$ cat config.mk
export PLATFORM = sky130hd
export DESIGN_NAME = clk_div_gen_mc
export DESIGN_NICKNAME = d
export VERILOG_FILES = /design/src/rtl/clk_div_gen_pkg.sv /design/src/rtl/clk_div_channel.sv /design/src/rtl/clk_div_gen_mc.sv
export SDC_FILE = /design/constraint.sdc
export NUM_CORES = 1
export LEC_CHECK = 0
export ABC_AREA = 1
export CAP_MARGIN = 10
export CORE_MARGIN = 2
export CORE_UTILIZATION = 35
export CTS_CLUSTER_SIZE = 8
export DETAILED_ROUTE_END_ITERATION = 10
export HOLD_SLACK_MARGIN = 0.08
export PLACE_DENSITY_LB_ADDON = 0.15
export SYNTH_ARGS = -nofsm -noshare
export SYNTH_HDL_FRONTEND = slang
export SYNTH_SLANG_ARGS = --single-unit
$ cat constraint.sdc
create_clock -name clk -period 20.6 [get_ports clk]
set_clock_uncertainty 0.15 [all_clocks]
set_input_delay 3.09 -clock clk [delete_from_list [all_inputs] [get_ports clk]]
set_output_delay 3.09 -clock clk [all_outputs]
set_load 0.01 [all_outputs]
$ cat src/rtl/clk_div_gen_pkg.sv
// clk_div_gen_pkg: shared types and constants for the multi-channel clock divider
package clk_div_gen_pkg;
    typedef enum logic [1:0] {CH_IDLE, CH_PHASE, CH_RUN} ch_state_t;
    localparam int MIN_PERIOD = 2;
endpackage

$ cat src/rtl/clk_div_channel.sv
// clk_div_channel: one divided-clock channel with start delay and wrap-aligned reconfiguration
module clk_div_channel
    import clk_div_gen_pkg::*;
#(
    parameter int CNT_WIDTH = 16
) (
    input  logic                 clk,
    input  logic                 reset,
    input  logic                 sync_i,
    input  logic                 wr_i,
    input  logic                 en_i,
    input  logic [CNT_WIDTH-1:0] per_i,
    input  logic [CNT_WIDTH-1:0] high_i,
    input  logic [CNT_WIDTH-1:0] ph_i,
    output logic                 div_clk_o,
    output logic                 div_rise_o,
    output logic                 active_o,
    output logic                 pend_o
);
    typedef logic [CNT_WIDTH-1:0] cnt_t;
    ch_state_t state_q, state_d;
    cnt_t cnt_q, cnt_d, per_q, per_d, high_q, high_d, ph_q, ph_d;
    cnt_t pper_q, pper_d, phigh_q, phigh_d, pph_q, pph_d;
    cnt_t sel_per, sel_high, sel_ph, go_ph;
    logic pend_q, pend_d, pen_q, pen_d, clk_q, clk_d, rise_q, rise_d;
    logic wrap, restart, load, go_en;

    // A new or pending config lands at any boundary; while running, only wrap or sync are boundaries.
    assign wrap     = state_q == CH_RUN && cnt_q == per_q - cnt_t'(1);
    assign restart  = sync_i && state_q != CH_IDLE;
    assign load     = (wr_i && (state_q != CH_RUN || wrap || restart)) || (pend_q && (wrap || restart));
    assign sel_per  = wr_i ? per_i : pper_q;
    assign sel_high = wr_i ? high_i : phigh_q;
    assign sel_ph   = wr_i ? ph_i : pph_q;
    assign go_en    = !load || (wr_i ? en_i : pen_q);
    assign go_ph    = load ? sel_ph : ph_q;

    always_ff @(posedge clk or posedge reset) begin
        if (reset) begin
            state_q <= CH_IDLE;
            cnt_q   <= '0;
            per_q   <= '0;
            high_q  <= '0;
            ph_q    <= '0;
            pend_q  <= 1'b0;
            pen_q   <= 1'b0;
            pper_q  <= '0;
            phigh_q <= '0;
            pph_q   <= '0;
            clk_q   <= 1'b0;
            rise_q  <= 1'b0;
        end else begin
            state_q <= state_d;
            cnt_q   <= cnt_d;
            per_q   <= per_d;
            high_q  <= high_d;
            ph_q    <= ph_d;
            pend_q  <= pend_d;
            pen_q   <= pen_d;
            pper_q  <= pper_d;
            phigh_q <= phigh_d;
            pph_q   <= pph_d;
            clk_q   <= clk_d;
            rise_q  <= rise_d;
        end
    end

    always_comb begin
        per_d   = load ? sel_per : per_q;
        high_d  = load ? sel_high : high_q;
        ph_d    = go_ph;
        pend_d  = !load && (pend_q || wr_i);
        pen_d   = wr_i ? en_i : pen_q;
        pper_d  = wr_i ? per_i : pper_q;
        phigh_d = wr_i ? high_i : phigh_q;
        pph_d   = wr_i ? ph_i : pph_q;
        if (load || restart) begin
            state_d = !go_en ? CH_IDLE : (go_ph == '0 ? CH_RUN : CH_PHASE);
            cnt_d   = go_ph;
        end else begin
            state_d = (state_q == CH_PHASE && cnt_q == cnt_t'(1)) ? CH_RUN : state_q;
            cnt_d   = state_q == CH_RUN ? (wrap ? '0 : cnt_q + cnt_t'(1)) :
                      state_q == CH_PHASE ? cnt_q - cnt_t'(1) : cnt_q;
        end
    end

    always_comb begin
        clk_d  = state_d == CH_RUN && cnt_d < high_d;
        rise_d = state_d == CH_RUN && cnt_d == '0;
    end

    assign div_clk_o  = clk_q;
    assign div_rise_o = rise_q;
    assign active_o   = state_q == CH_RUN;
    assign pend_o     = pend_q;
endmodule

$ cat src/rtl/clk_div_gen_mc.sv
// clk_div_gen_mc: multi-channel programmable clock/strobe generator with glitch-free reconfiguration
module clk_div_gen_mc
    import clk_div_gen_pkg::*;
#(
    parameter int NUM_CH    = 4,
    parameter int CNT_WIDTH = 16,
    localparam int CH_W     = NUM_CH > 1 ? $clog2(NUM_CH) : 1
) (
    input  logic                 clk,
    input  logic                 reset,
    input  logic                 cfg_valid,
    output logic                 cfg_ready,
    input  logic [CH_W-1:0]      cfg_ch,
    input  logic                 cfg_enable,
    input  logic [CNT_WIDTH-1:0] cfg_period,
    input  logic [CNT_WIDTH-1:0] cfg_high,
    input  logic [CNT_WIDTH-1:0] cfg_phase,
    input  logic                 sync,
    output logic                 cfg_err,
    output logic [NUM_CH-1:0]    div_clk,
    output logic [NUM_CH-1:0]    div_rise,
    output logic [NUM_CH-1:0]    ch_active
);
    logic ok, acc, err_q, err_d;
    logic [NUM_CH-1:0] wr, pend;
    logic [2**CH_W-1:0] pend_ext;

    assign ok = !cfg_enable || (cfg_period >= CNT_WIDTH'(MIN_PERIOD) && cfg_high != '0 &&
                                cfg_high < cfg_period && cfg_phase < cfg_period);

    // Unused channel codes read as never-pending so writes to them are simply consumed.
    always_comb begin
        pend_ext = '0;
        pend_ext[NUM_CH-1:0] = pend;
    end

    assign cfg_ready = !pend_ext[cfg_ch];
    assign acc       = cfg_valid && cfg_ready;
    assign err_d     = acc && !ok;

    always_ff @(posedge clk or posedge reset) begin
        if (reset) err_q <= 1'b0;
        else       err_q <= err_d;
    end

    assign cfg_err = err_q;

    for (genvar i = 0; i < NUM_CH; i++) begin : g_ch
        assign wr[i] = acc && ok && cfg_ch == CH_W'(i);
        clk_div_channel #(.CNT_WIDTH(CNT_WIDTH)) u_ch (
            .clk        (clk),
            .reset      (reset),
            .sync_i     (sync),
            .wr_i       (wr[i]),
            .en_i       (cfg_enable),
            .per_i      (cfg_period),
            .high_i     (cfg_high),
            .ph_i       (cfg_phase),
            .div_clk_o  (div_clk[i]),
            .div_rise_o (div_rise[i]),
            .active_o   (ch_active[i]),
            .pend_o     (pend[i])
        );
    end
endmodule

==> metrics, run 1 <==
cts bufs inserted=69; synthesized flop and latch total=between 400 and 500; Pleak=~0.014 µW; GRT Overall Usage=a little over a fifth; Clk Latency, worst-skew pair=0.60 ns; DP HPWL=about 63 mm; Row Count=100; critical path's most frequent cell=nand2_1; CP Launch Type=input port; Final WS setup=12.08 ns; grt ovf=0; crit path DAT=8.87 ns; Total Wirelength=85.0 mm; die height=279 µm; Worst-path clk slew=approximately 0.050 ns; Final Hold Fails=0; H-tree levels=3; first drt pass iteration count=5; leading cell types in the layout, fill and taps excluded=nand2_1, dfrtp_1, nor2_1, o21ai_0, inv_1; Core ar.=0.0747 mm²; Setup crit end kind=flip-flop; number of hold buffers added after CTS=0; Mapped Cells=between 3k and 4k; Synth area leader=dfrtp_1; final cell area excluding filler cells=0.0296 mm²; slew margin rel.=28.1%; Avg Cell Area, Syn=roughly 7.9 µm²; GP Congestion=around 0.87; status=completed; GRT Max-Usage Layer=met2; clk sinks=473; Initial Util=35.5%; Netlist cell types=52; sequential area share after synthesis=between 40% and 50%; max_cap viols=0; Synth area leaders=dfrtp_1, nand2_1, o21ai_0; Via Count=21.8k; Synth top area share=44.6%; I/O Buffers=68; TNS Setup=0 ns; setup repair bufs after CTS=0; fmax=around 120 MHz; initial antenna violation count=6; met2 Use GR=a little over a third; Critical-path top delay cell=nand3_1; Final Setup Violations=0; Die X=between 200 and 300 µm; remaining antenna violation count=0; HP Class=reg -> reg; routed len/inst=19.5 µm; Post-synth top flop=dfrtp_1; Die ar.=0.0780 mm²; CP Data Required Time=between 20 and 25 ns; clock buffer depth=3; critical path's top delay family=simple AND/OR/NAND/NOR gates; fin util=about two fifths; synthesized net count=3537; Worst VDD drop=0.0000678 V; post_cts resized=0; P per Cell Area=around 170 mW/mm²; RSZ-0062 raised after global routing=false; detailed-route DRC error count=0; Final Critical Period=~8.5 ns; CTS root buffer=clkbuf_16; FFs w/ async S/R, synth=100%; NumNets Final=3550; vias in the first global route=between 20k and 25k; Slew Limit Fails=0; worst path bufs/invs=5; Crit Path Max Fanout=slightly below 100; synth warn=0; I/O pin total=69; met3 Track Usage GR=2.94%; Iter 0 DRT Violations=1726; first-pass GRT wire length=roughly 130 mm; area post-placement=0.0278 mm²; mapped cell area=0.0265 mm²; fin crit share=41.4%; Place WS=11.62 ns; most common cell after layout, fill and taps aside=nand2_1; CTS tree=built; pin count of the biggest net entering global routing=159; share of cells above drive strength 1=slightly below 9%; met1 Usage GRT=31.0%; critical path class=in -> reg; vias per std cell=5.00; area grow syn2layout=11.7%; max incr delay on CP=0.87 ns; EDFF count, synth=0; worst slew pin tran=about 1.1 ns
## final timing paths
kind	start	to	slack (ns)	cells past startpoint
max reg2reg	g_ch[3].u_ch.pend_o	g_ch[3].u_ch.div_clk_o	15.29	19
max in group asynchronous	reset	g_ch[3].u_ch.div_rise_o	14.17	5
min	g_ch[2].u_ch.pen_q	g_ch[2].u_ch.pen_q	0.34	2
min reg2reg	g_ch[2].u_ch.pen_q	g_ch[2].u_ch.pen_q	0.34	2
max	cfg_period[3]	g_ch[3].u_ch.div_clk_o	12.08	26
min in group asynchronous	reset	g_ch[1].u_ch.div_rise_o	2.91	2
## per-layer routing
layer | vias up | part of all wire, % | wire length (µm)
li1 | 10900 | - | -
met1 | 10400 | 47 | 39900
met2 | 493 | 47 | 39700
met3 | 90 | 4.8 | 4070
met4 | 2 | 1.5 | 1280
met5 | - | 0.015 | 13
## cells in the mapped netlist, types with 2 or more instances
cell type	number
o21bai_1	5
o211ai_1	4
dfrtp_1	473
o221ai_1	5
ha_1	106
nand2_2	31
clkinv_1	2
or2_2	64
a31oi_1	54
clkbuf_1	55
nand3b_1	16
nand3_1	149
nand4_1	23
o21a_1	6
nor2_1	346
o32ai_1	5
nor3_2	7
o221a_2	3
xnor2_1	34
buf_4	21
nor4_1	6
buf_2	48
clkbuf_2	2
xor2_1	94
o21ai_1	30
nor2_2	19
nand3_2	34
a21oi_1	62
o41ai_1	2
nor3_1	31
o31ai_1	2
o21ai_0	329
nand2_1	892
nor2_4	10
a211oi_1	8
o22ai_1	20
buf_6	11
inv_2	25
and2_1	2
inv_1	321
nand2_4	8
## kinds of logic after synthesis
logic type               share of synthesized area (%)
buffers and inverters                             7.78
XOR/XNOR                                          4.31
AO/OA/AOI/OAI                                     11.1
flip-flops                                        44.6
AND/OR/NAND/NOR                                   27.2
adder cells (fa/ha/maj)                           5.00
## where the power goes
| part | switching, µW | leakage, µW | internal [µW] |
|---|---|---|---|
| Clock | 407 | 0.000901 | 604 |
| Combinational | 1520 | 0.00764 | 840 |
| Sequential | 305 | 0.00590 | 1350 |
## tightest hold or removal path: stages (launching register included)
cell	delay, ns
dfrtp_1	0.32
nand2_1	0.04
o21ai_0	0.08
## state kept, by name, indices dropped and copies added (netlist names)
register and count:
g_ch.u_ch.phigh_q 64, g_ch.u_ch.per_q 64, g_ch.u_ch.div_rise_o 4, cfg_err 1
g_ch.u_ch.div_clk_o 4, g_ch.u_ch.ph_q 64, g_ch.u_ch.cnt_q 64, g_ch.u_ch.state_q 8
g_ch.u_ch.pper_q 64, g_ch.u_ch.pend_o 4, g_ch.u_ch.pen_q 4, g_ch.u_ch.high_q 64
g_ch.u_ch.pph_q 64
## cell type report
cell class / count / area, µm²
sequential: 473 / 11800
fill: 7667 / 45000
timing repair buffer: 80 / 783
tap: 969 / 1210
clock buffer: 73 / 1770
inverter: 349 / 1320
clock inverter: 5 / 62.6
multi-input combinational: 2416 / 12700
antenna: 3 / 7.51
## per-stage QoR
| step | power (µW) | hold WS, ns | cells |
|---|---|---|---|
| global route | 5490 | 0.369 | 4365 |
| global placement | 4020 | 0.325 | 4287 |
| floorplan | 3370 | 0.300 | 3376 |
| detailed placement | 4030 | 0.328 | 4287 |
| CTS | 5060 | 0.342 | 4365 |
| finish | 5020 | 0.339 | 4368 |
Power figures use the tool's default switching activity.
==> inputs of run 2 (changes only) <==
clock period = 7.3 ns   (was 20.6 ns; I/O delays follow)
==> run 2 against run 1 <==
Critical path type unchanged. First-iteration DRC count is 5.0% higher. Sequential power grew to 2.8 times the previous value. Count of clock-buffer cells in the layout is 5 higher. Largest cell class unchanged. Sequential cell count stayed put. Non-clock buffer count is 10 higher. Die area stayed put. Via count is 0.12% lower. Utilization is 0.23 points higher. Critical path depth is 3 lower.
==> metrics, run 2 (synthesis results as in run 1) <==
status=completed; share of cells above drive strength 1=9.06% (+0.40 points); fin crit share=a little under 80%; grt ovf=0 (unchanged); NumNets Final=3561 (+0.31%); Flop pwr share=32.5% (-0.4 points); critical path class=in -> reg; Place WS=1.15 ns (-10.47 ns); CP Data Required Time=7.66 ns (-13.29 ns); worst slew pin tran=0.957 ns (-0.118 ns); leading cell types in the layout, fill and taps excluded=nand2_1, dfrtp_1, nor2_1, o21ai_0, inv_1; crit path cell chain=clkdlybuf4s50_1, ha_1, a21oi_1, nand2_1, nand2_1, nand3_1, nor3_2, nand3_1, nand2_2, nand2_1, nor2_2, nand2_4, nand2_4, buf_4, nand2_1, a31oi_1, ha_1, a21oi_1, nor2_1, a211oi_1, o221a_2, nand3_2, nor2_1; critical path's top delay family=simple AND/OR/NAND/NOR gates; max incr delay on CP=0.74 ns (-0.13 ns); setup repair bufs after CTS=0 (unchanged); internal power=7950 µW (+190%); critical path's most frequent cell=nand2_1; crit path DAT=6.09 ns (-2.78 ns); Switching Share=44.4% (-0.086 points); first drt pass iteration count=5 (unchanged); routed len/inst=19.7 µm (+0.99%); max_cap viols=0 (unchanged); clk sinks=473 (unchanged); Initial Util=35.5% (unchanged); I/O Buffers=68 (unchanged); Worst VDD drop=0.000178 V (+160%); slew margin rel.=36.2% (+8.1 points); Slew Limit Fails=0 (unchanged); number of hold buffers added after CTS=0 (unchanged); DP HPWL=63.8 mm (+1.9%); Total Wirelength=86.1 mm (+1.3%); Die X=279 µm (unchanged); vias in the first global route=21.1k (-0.27%); Worst-path clk slew=0.04 ns (about the same); Final Setup Violations=0 (unchanged); clock buffer depth=3 (unchanged); vias per std cell=4.98 (-0.44%); first-pass GRT wire length=131 mm (+0.96%); pin count of the biggest net entering global routing=158 (-0.63%); Setup crit end kind=flip-flop; Via Count=21.8k (-0.12%); CTS tree=built; combinational fraction of design power=47.0% (about the same); Pleak=0.0145 µW (+0.62%); remaining antenna violation count=0 (unchanged); Row Count=100 (unchanged); HP Class=reg -> reg; Crit Path Max Fanout=38 (-62%); GP Congestion=0.856 (-1.6%); initial antenna violation count=8 (+2); Clk pwr share=20.5% (+0.4 points); I/O pin total=69 (unchanged); CTS root buffer=clkbuf_16; cts bufs inserted=70 (+1.4%); Die ar.=0.0780 mm² (unchanged); post_cts resized=0 (unchanged); Core ar.=0.0747 mm² (unchanged); RSZ-0062 raised after global routing=false; fmax=175 MHz; reg2reg setup slack=2.61 ns (-12.68 ns); Final Hold Fails=0 (unchanged); detailed-route DRC error count=0 (unchanged); area grow syn2layout=12.4%; Final WS setup=1.57 ns (-10.51 ns); fin util=39.9% (+0.23 points); Iter 0 DRT Violations=1813 (+5.0%); die height=279 µm (unchanged); P per Cell Area=480 mW/mm² (+180%); CP Launch Type=input port; H-tree levels=3 (unchanged); Final Critical Period=between 5 and 6 ns; Critical-path top delay cell=clkdlybuf4s50_1; Clk Latency, worst-skew pair=0.60 ns (about the same); most common cell after layout, fill and taps aside=nand2_1; sw power=6350 µW (+180%); worst path bufs/invs=2 (-3); GRT Overall Usage=22.2% (+0.34 points)
## run 2: changes by cell type in the layout (fill, tap and decap cells not counted)
cell	change
buf_4	+8
nand3_4	+1
nand3_2	-1
diode_2	-1
clkinvlp_4	+1
buf_12	+2
inv_8	-1
clkinv_8	-1
clkbuf_8	+4
clkbuf_16	+1
inv_6	+1
## run 2: through the flow
stage	cells	cell area [µm²]	power (µW)	setup TNS [ns]	hold slack, ns
floorplan	3376	26500	9520	-166.41	0.300
global placement	4297	27900	11400	0	0.326
detailed placement	4297	27900	11400	0	0.332
CTS	4380	29800	14400	0	0.343
global route	4380	29800	15600	0	0.359
finish	4382	29800	14300	0	0.339
## run 2: metal layers
metal  track usage (%)  wire (µm)  vias up
met5                 0         13        -
met4              5.71       2000        2
met3              4.75       4990      114
met2              34.4      38200      513
met1              31.4      41000    10300
li1                  -          -    10900
## run 2: power by group through the flow
stage	clock [µW]	combinational, µW	sequential (µW)
floorplan	0	5230	4290
global placement	0	6680	4680
detailed placement	0	6720	4680
CTS	3000	6760	4650
global route	3110	7700	4800
finish	2930	6720	4660
## run 2: path summary, 6_finish.rpt
| kind | start | to | depth (start not counted) |
|---|---|---|---|
| max | cfg_high[11] | g_ch[2].u_ch.div_clk_o | 23 |
| min | g_ch[0].u_ch.ph_q[4] | g_ch[0].u_ch.ph_q[4] | 2 |
| max reg2reg | g_ch[3].u_ch.per_q[0] | g_ch[3].u_ch.div_clk_o | 25 |
| min reg2reg | g_ch[0].u_ch.ph_q[4] | g_ch[0].u_ch.ph_q[4] | 2 |
| max in group asynchronous | reset | g_ch[2].u_ch.cnt_q[8] | 3 |
| min in group asynchronous | reset | g_ch[0].u_ch.pper_q[13] | 2 |
## run 2: tightest hold or removal path, delay by kind of cell (launching register included)
| family | cells | cell delay (ns) |
|---|---|---|
| DFF | 1 | 0.31 |
| and+or+nand+nor | 2 | 0.14 |
## run 2: cell type report
| cell class | count | area (µm²) |
|---|---|---|
| Clock inverter | 5 | 55.1 |
| Tap cell | 969 | 1210 |
| Timing Repair Buffer | 90 | 883 |
| Antenna cell | 2 | 5.00 |
| Fill cell | 7753 | 44900 |
| Sequential cell | 473 | 11800 |
| Clock buffer | 78 | 1850 |
| Multi-Input combinational cell | 2416 | 12700 |
| Inverter | 349 | 1320 |
